`config.mk`:
```
export PLATFORM = sky130hd
export DESIGN_NAME = keypad_number_entry
export DESIGN_NICKNAME = d
export VERILOG_FILES = /design/src/rtl/keypad_number_entry.sv
export SDC_FILE = /design/constraint.sdc
export NUM_CORES = 1
export LEC_CHECK = 0
export CAP_MARGIN = 20
export CELL_PAD_IN_SITES_DETAIL_PLACEMENT = 0
export CELL_PAD_IN_SITES_GLOBAL_PLACEMENT = 1
export CORE_ASPECT_RATIO = 0.6
export CORE_MARGIN = 5
export CORE_UTILIZATION = 30
export DETAILED_ROUTE_END_ITERATION = 10
export PLACE_DENSITY_LB_ADDON = 0.12
export SYNTH_ARGS = -nofsm -noshare
export SYNTH_HDL_FRONTEND = slang
export SYNTH_SLANG_ARGS = --single-unit
```
`constraint.sdc`:
```
create_clock -name clk -period 4 [get_ports clk]
set_input_delay 1 -clock clk [delete_from_list [all_inputs] [get_ports clk]]
set_output_delay 1 -clock clk [all_outputs]
set_load 0.005 [all_outputs]
```
`src/rtl/keypad_number_entry.sv`:
```
`default_nettype none
//============================================================================
// Module   : keypad_number_entry
// Purpose  : Turns single-cycle keypad strobes into an editable multi-digit
//            BCD entry buffer, a committed value and a start handshake,
//            with error pulses for rejected keys.
// Revision : 1.0  initial release
//----------------------------------------------------------------------------
// Parameters
//   DIGITS      entry buffer depth in BCD digits (1..8)
//   MIN_DIGITS  digits required before confirm is accepted (1..DIGITS)
//   CW          width of the length counter, $clog2(DIGITS+1)
// Ports
//   clk           in   system clock
//   rst           in   synchronous active-high reset
//   keydown       in   one-cycle key strobe
//   key_id[3:0]   in   scanner key id, valid with keydown
//   entry_bcd     out  digits being typed, newest digit in [3:0]
//   entry_len     out  number of digits typed
//   value_bcd     out  last committed value
//   armed         out  value committed, waiting for start
//   commit_pulse  out  one cycle: confirm accepted
//   start_pulse   out  one cycle: start accepted
//   err_pulse     out  one cycle: key rejected
// Build option
//   KEYPAD_BACKSPACE_EN  when defined, key 11 is backspace while typing;
//                        otherwise key 11 is treated as an invalid key.
//============================================================================
module keypad_number_entry #(
    parameter int DIGITS     = 4,
    parameter int MIN_DIGITS = 1,
    parameter int CW         = $clog2(DIGITS + 1)
) (
    input  logic                  clk,
    input  logic                  rst,
    input  logic                  keydown,
    input  logic [3:0]            key_id,
    output logic [4*DIGITS-1:0]   entry_bcd,
    output logic [CW-1:0]         entry_len,
    output logic [4*DIGITS-1:0]   value_bcd,
    output logic                  armed,
    output logic                  commit_pulse,
    output logic                  start_pulse,
    output logic                  err_pulse
);

    localparam logic [CW-1:0] c_DIGITS_LEN = CW'(DIGITS);
    localparam logic [CW-1:0] c_MIN_LEN    = CW'(MIN_DIGITS);
    localparam logic [CW-1:0] c_ONE        = CW'(1);

    typedef enum logic [1:0] {
        ST_IDLE  = 2'd0,
        ST_ENTRY = 2'd1,
        ST_ARMED = 2'd2
    } state_t;

    state_t r_state;

    //------------------------------------------------------------------------
    // Key decode: scanner id -> key function
    //------------------------------------------------------------------------
    logic                w_is_digit;
    logic [3:0]          w_digit;
    logic                w_is_start;
    logic                w_is_clear;
    logic                w_is_confirm;
    logic                w_is_bksp;
    logic [4*DIGITS-1:0] w_digit_ext;   // digit zero-extended to buffer width

    always_comb begin
        w_is_digit   = 1'b0;
        w_digit      = 4'd0;
        w_is_start   = 1'b0;
        w_is_clear   = 1'b0;
        w_is_confirm = 1'b0;
        w_is_bksp    = 1'b0;
        case (key_id)
            4'd0:    begin w_is_digit = 1'b1; w_digit = 4'd1; end
            4'd1:    begin w_is_digit = 1'b1; w_digit = 4'd2; end
            4'd2:    begin w_is_digit = 1'b1; w_digit = 4'd3; end
            4'd4:    begin w_is_digit = 1'b1; w_digit = 4'd4; end
            4'd5:    begin w_is_digit = 1'b1; w_digit = 4'd5; end
            4'd6:    begin w_is_digit = 1'b1; w_digit = 4'd6; end
            4'd8:    begin w_is_digit = 1'b1; w_digit = 4'd7; end
            4'd9:    begin w_is_digit = 1'b1; w_digit = 4'd8; end
            4'd10:   begin w_is_digit = 1'b1; w_digit = 4'd9; end
            4'd12:   begin w_is_digit = 1'b1; w_digit = 4'd0; end
            4'd13:   w_is_start   = 1'b1;
            4'd14:   w_is_clear   = 1'b1;
            4'd15:   w_is_confirm = 1'b1;
`ifdef KEYPAD_BACKSPACE_EN
            4'd11:   w_is_bksp    = 1'b1;
`endif
            default: ;  // ids 3, 7 (and 11 without backspace) are invalid
        endcase
    end

    always_comb begin
        w_digit_ext      = '0;
        w_digit_ext[3:0] = w_digit;
    end

    //------------------------------------------------------------------------
    // Entry / commit / arm state machine; every output is registered here.
    // The buffer is always zero outside ENTRY, so shifting a digit into it
    // from IDLE yields a single-digit entry.
    //------------------------------------------------------------------------
    always_ff @(posedge clk) begin
        if (rst) begin
            r_state      <= ST_IDLE;
            entry_bcd    <= '0;
            entry_len    <= '0;
            value_bcd    <= '0;
            armed        <= 1'b0;
            commit_pulse <= 1'b0;
            start_pulse  <= 1'b0;
            err_pulse    <= 1'b0;
        end else begin
            commit_pulse <= 1'b0;
            start_pulse  <= 1'b0;
            err_pulse    <= 1'b0;

            if (keydown) begin
                case (r_state)
                    ST_IDLE: begin
                        if (w_is_digit) begin
                            entry_bcd <= (entry_bcd << 4) | w_digit_ext;
                            entry_len <= c_ONE;
                            r_state   <= ST_ENTRY;
                        end else if (!w_is_clear) begin
                            // start, confirm, backspace and invalid ids
                            err_pulse <= 1'b1;
                        end
                    end

                    ST_ENTRY: begin
                        if (w_is_digit) begin
                            if (entry_len < c_DIGITS_LEN) begin
                                entry_bcd <= (entry_bcd << 4) | w_digit_ext;
                                entry_len <= entry_len + c_ONE;
                            end else begin
                                err_pulse <= 1'b1;
                            end
                        end else if (w_is_clear) begin
                            entry_bcd <= '0;
                            entry_len <= '0;
                            r_state   <= ST_IDLE;
                        end else if (w_is_confirm) begin
                            if (entry_len >= c_MIN_LEN) begin
                                value_bcd    <= entry_bcd;
                                commit_pulse <= 1'b1;
                                entry_bcd    <= '0;
                                entry_len    <= '0;
                                armed        <= 1'b1;
                                r_state      <= ST_ARMED;
                            end else begin
                                err_pulse <= 1'b1;
                            end
`ifdef KEYPAD_BACKSPACE_EN
                        end else if (w_is_bksp) begin
                            // drop the newest digit; zero fills the top
                            entry_bcd <= entry_bcd >> 4;
                            entry_len <= entry_len - c_ONE;
                            if (entry_len == c_ONE) begin
                                r_state <= ST_IDLE;
                            end
`endif
                        end else begin
                            // start and invalid ids
                            err_pulse <= 1'b1;
                        end
                    end

                    ST_ARMED: begin
                        if (w_is_start) begin
                            start_pulse <= 1'b1;
                            armed       <= 1'b0;
                            r_state     <= ST_IDLE;
                        end else if (w_is_clear) begin
                            armed   <= 1'b0;
                            r_state <= ST_IDLE;
                        end else if (w_is_digit) begin
                            // re-edit: the committed value stays until the
                            // next accepted confirm
                            entry_bcd <= w_digit_ext;
                            entry_len <= c_ONE;
                            armed     <= 1'b0;
                            r_state   <= ST_ENTRY;
                        end else begin
                            // confirm, backspace and invalid ids
                            err_pulse <= 1'b1;
                        end
                    end

                    default: begin
                        r_state   <= ST_IDLE;
                        entry_bcd <= '0;
                        entry_len <= '0;
                        armed     <= 1'b0;
                    end
                endcase
            end
        end
    end

endmodule
`default_nettype wire

```
==> metrics.txt <==
number of H-tree levels 2; Synth Area in Compound Gates 16.5%; xor/xnor share of the synthesized area 0.971%; hold_buf cts 0; drt wl/cell between 15 and 20 um; Tcrit/Tclk final 74.0%; Adder-Cell Fraction of Synth Area 1.39%; WP data arrival about 3200 ps; startpoint types primary input; first-pass GRT wire length 7570 um; GP Congestion 0.830; pre-CTS WS just under 800 ps; post-CTS sizing 0; Leak Pwr 0.000973 uW; Critical Path End Type flop; Routed Antenna Nets 0; clock-pin slew on the worst setup and hold paths 80 ps; Post-synth EDFFs 0; Vert. Die Dim 70.1 um; Distinct cells, synth 45; IO Port Bufs 45; Max-Slew Margin vs Limit 58.5%; Post-synth top cells dfxtp_1 (41), mux2i_1 (21), nor2_1 (20); Vias/cell around 4.9; Final Hold Viols 0; Setup Skew 7.05 ps; GR Util All Layers between 10% and 20%; clk buf depth 2; Post-CTS Setup Bufs 0; critical path class in2reg; main combinational cell family by area after synthesis simple AND/OR/NAND/NOR gates; Clock Power Share between 30 and 40%; max frequency 338 MHz; setup TNS 0 ps; register bit count reported by yosys 41; Pre-antenna DRT Iters 4; Synth Warn # 0; worst vdd ir 0.000190 V; Critical Path Fanout Max 16; hpwl dp 3460 um; Mean Syn Cell Area just over 10 um2; vias in the first global route 1365; die area approximately 7700 um2; initial antenna violation count 0; overall power 832 uW; total congestion overflow 0; Post-layout nets 226; share of cells above drive strength 1 7.83%; # fillers 595; Finish-stage setup viols 0; hold crit path type reg2reg; multiplexer area fraction after synthesis 11.7%; Seq/Total Area, Yosys a little under half; max-cap viol count 0; RSZ-0062 raised after global routing false; Worst Slack Setup Final 1040 ps; Worst-Skew Late Latency 280 ps; Die W around 110 um; share of the synthesized area in the top cell type 45.5%; count leader, synth dfxtp_1; Initial Util 31.6%; n_diodes 0; Gate Count Post-Synth 176; DRC 0; largest net degree at the start of global routing 26; Worst-Margin Slew 619 ps; sequential power share 51.2%; Int Power about 630 uW; Sw Share 24.1%; Synth async-reset ratio 0%; Synth Area in Simple Gates 18.8%; Synth Cell Area 1800 um2; Std-Cell Rows 21; Synth area leader dfxtp_1; via count 1469; Sink Count a little over 40; PwrDens ~350 nW/um2; synthesized net count 185; Psw between 200 and 250 uW; DRT iter0 DRCs 57; status finished clean; Period minus WS final 2960 ps; I/O pins 46; Pins Over Slew Limit 0; root buffer cell clkbuf_8; Critical Path RT roughly 4200 ps; Num CTS Buffers 5; Layout area overhead 32.3%; Post-Route WL ~4600 um; Synth Flop Type dfxtp_1; combinational share of power 10.0%; Placeable Area 5700 um2; TritonCTS clock tree built; main area contributors after synthesis dfxtp_1 (45%), mux2i_1 (12%), a22o_1 (5.8%)
==> flip-flops by register name (all words and copies together) (netlist names) <==
name,flops
armed,1
commit_pulse,1
entry_bcd,16
entry_len,3
err_pulse,1
r_state,2
start_pulse,1
value_bcd,16
==> cell families after synthesis <==
kind of cell	after synthesis
AO/OA/AOI/OAI	38
buffers and inverters	16
AND/OR/NAND/NOR	56
flip-flops	41
multiplexers	21
adder cells (fa/ha/maj)	2
XOR/XNOR	2
==> power groups by stage <==
stage	Combinational (uW)	Sequential [uW]	Clock [uW]
final	83.6	426	322
after global routing	91.7	428	354
after CTS	84.1	426	332
after detailed placement	83.7	436	0
after global placement	82.9	436	0
after floorplan	62.0	429	0
==> final cells by class <==
cell class / count / area, um2 / share of cell area (%)
clock inverter: 2 / 35.0 / 1.47
multi-input combinational: 119 / 890 / 37.3
clock buffer: 5 / 68.8 / 2.88
inverter: 4 / 15.0 / 0.629
tap: 80 / 100 / 4.19
sequential: 41 / 821 / 34.4
timing repair buffer: 46 / 458 / 19.2
==> path summary, 6_finish.rpt <==
check | start | end | slack [ps] | depth (start not counted)
setup / recovery | key_id[0] | entry_bcd[7]$_SDFFE_PP0P_ | 1040 | 5
hold / removal | value_bcd[8]$_SDFFE_PP0P_ | value_bcd[8]$_SDFFE_PP0P_ | 500 | 2
hold reg to reg | value_bcd[8]$_SDFFE_PP0P_ | value_bcd[8]$_SDFFE_PP0P_ | 500 | 2
setup reg to reg | entry_len[1]$_SDFFE_PP0P_ | entry_bcd[7]$_SDFFE_PP0P_ | 1830 | 6
==> critical path: stages <==
cell,delay [ps]
clkdlybuf4s50_1,820
a22oi_1,240
o211ai_2,320
nor4b_4,590
a22o_1,210
==> per-layer routing <==
metal | track usage, % | part of all wire, %
met2 | 16.9 | 41
met3 | 3.41 | 5.3
met4 | 3.69 | 0.31
met5 | 0 | 0
met1 | 19.2 | 53
==> cells in the final DEF (no fill, tap or decap), types with 3 or more instances in the layout <==
| master | instances |
|---|---|
| nor2_1 | 20 |
| a21oi_1 | 4 |
| dfxtp_1 | 41 |
| o21ai_0 | 6 |
| nor3_1 | 3 |
| clkbuf_8 | 5 |
| mux2i_1 | 21 |
| nor4b_1 | 3 |
| inv_1 | 4 |
| a22o_1 | 12 |
| nand2_1 | 10 |
| clkdlybuf4s50_1 | 45 |
| a311oi_1 | 3 |
==> stage by stage <==
step	area, um2	hold WS, ps	instances	utilization, %
3_5_place_dp	2280	489	290	40.0
2_1_floorplan	1800	478	176	-
4_1_cts	2390	508	297	41.9
3_3_place_gp	2280	477	290	40.0
6_report	2390	497	297	41.9
5_1_grt	2390	543	297	41.9
(Power assumes the default switching activity.)
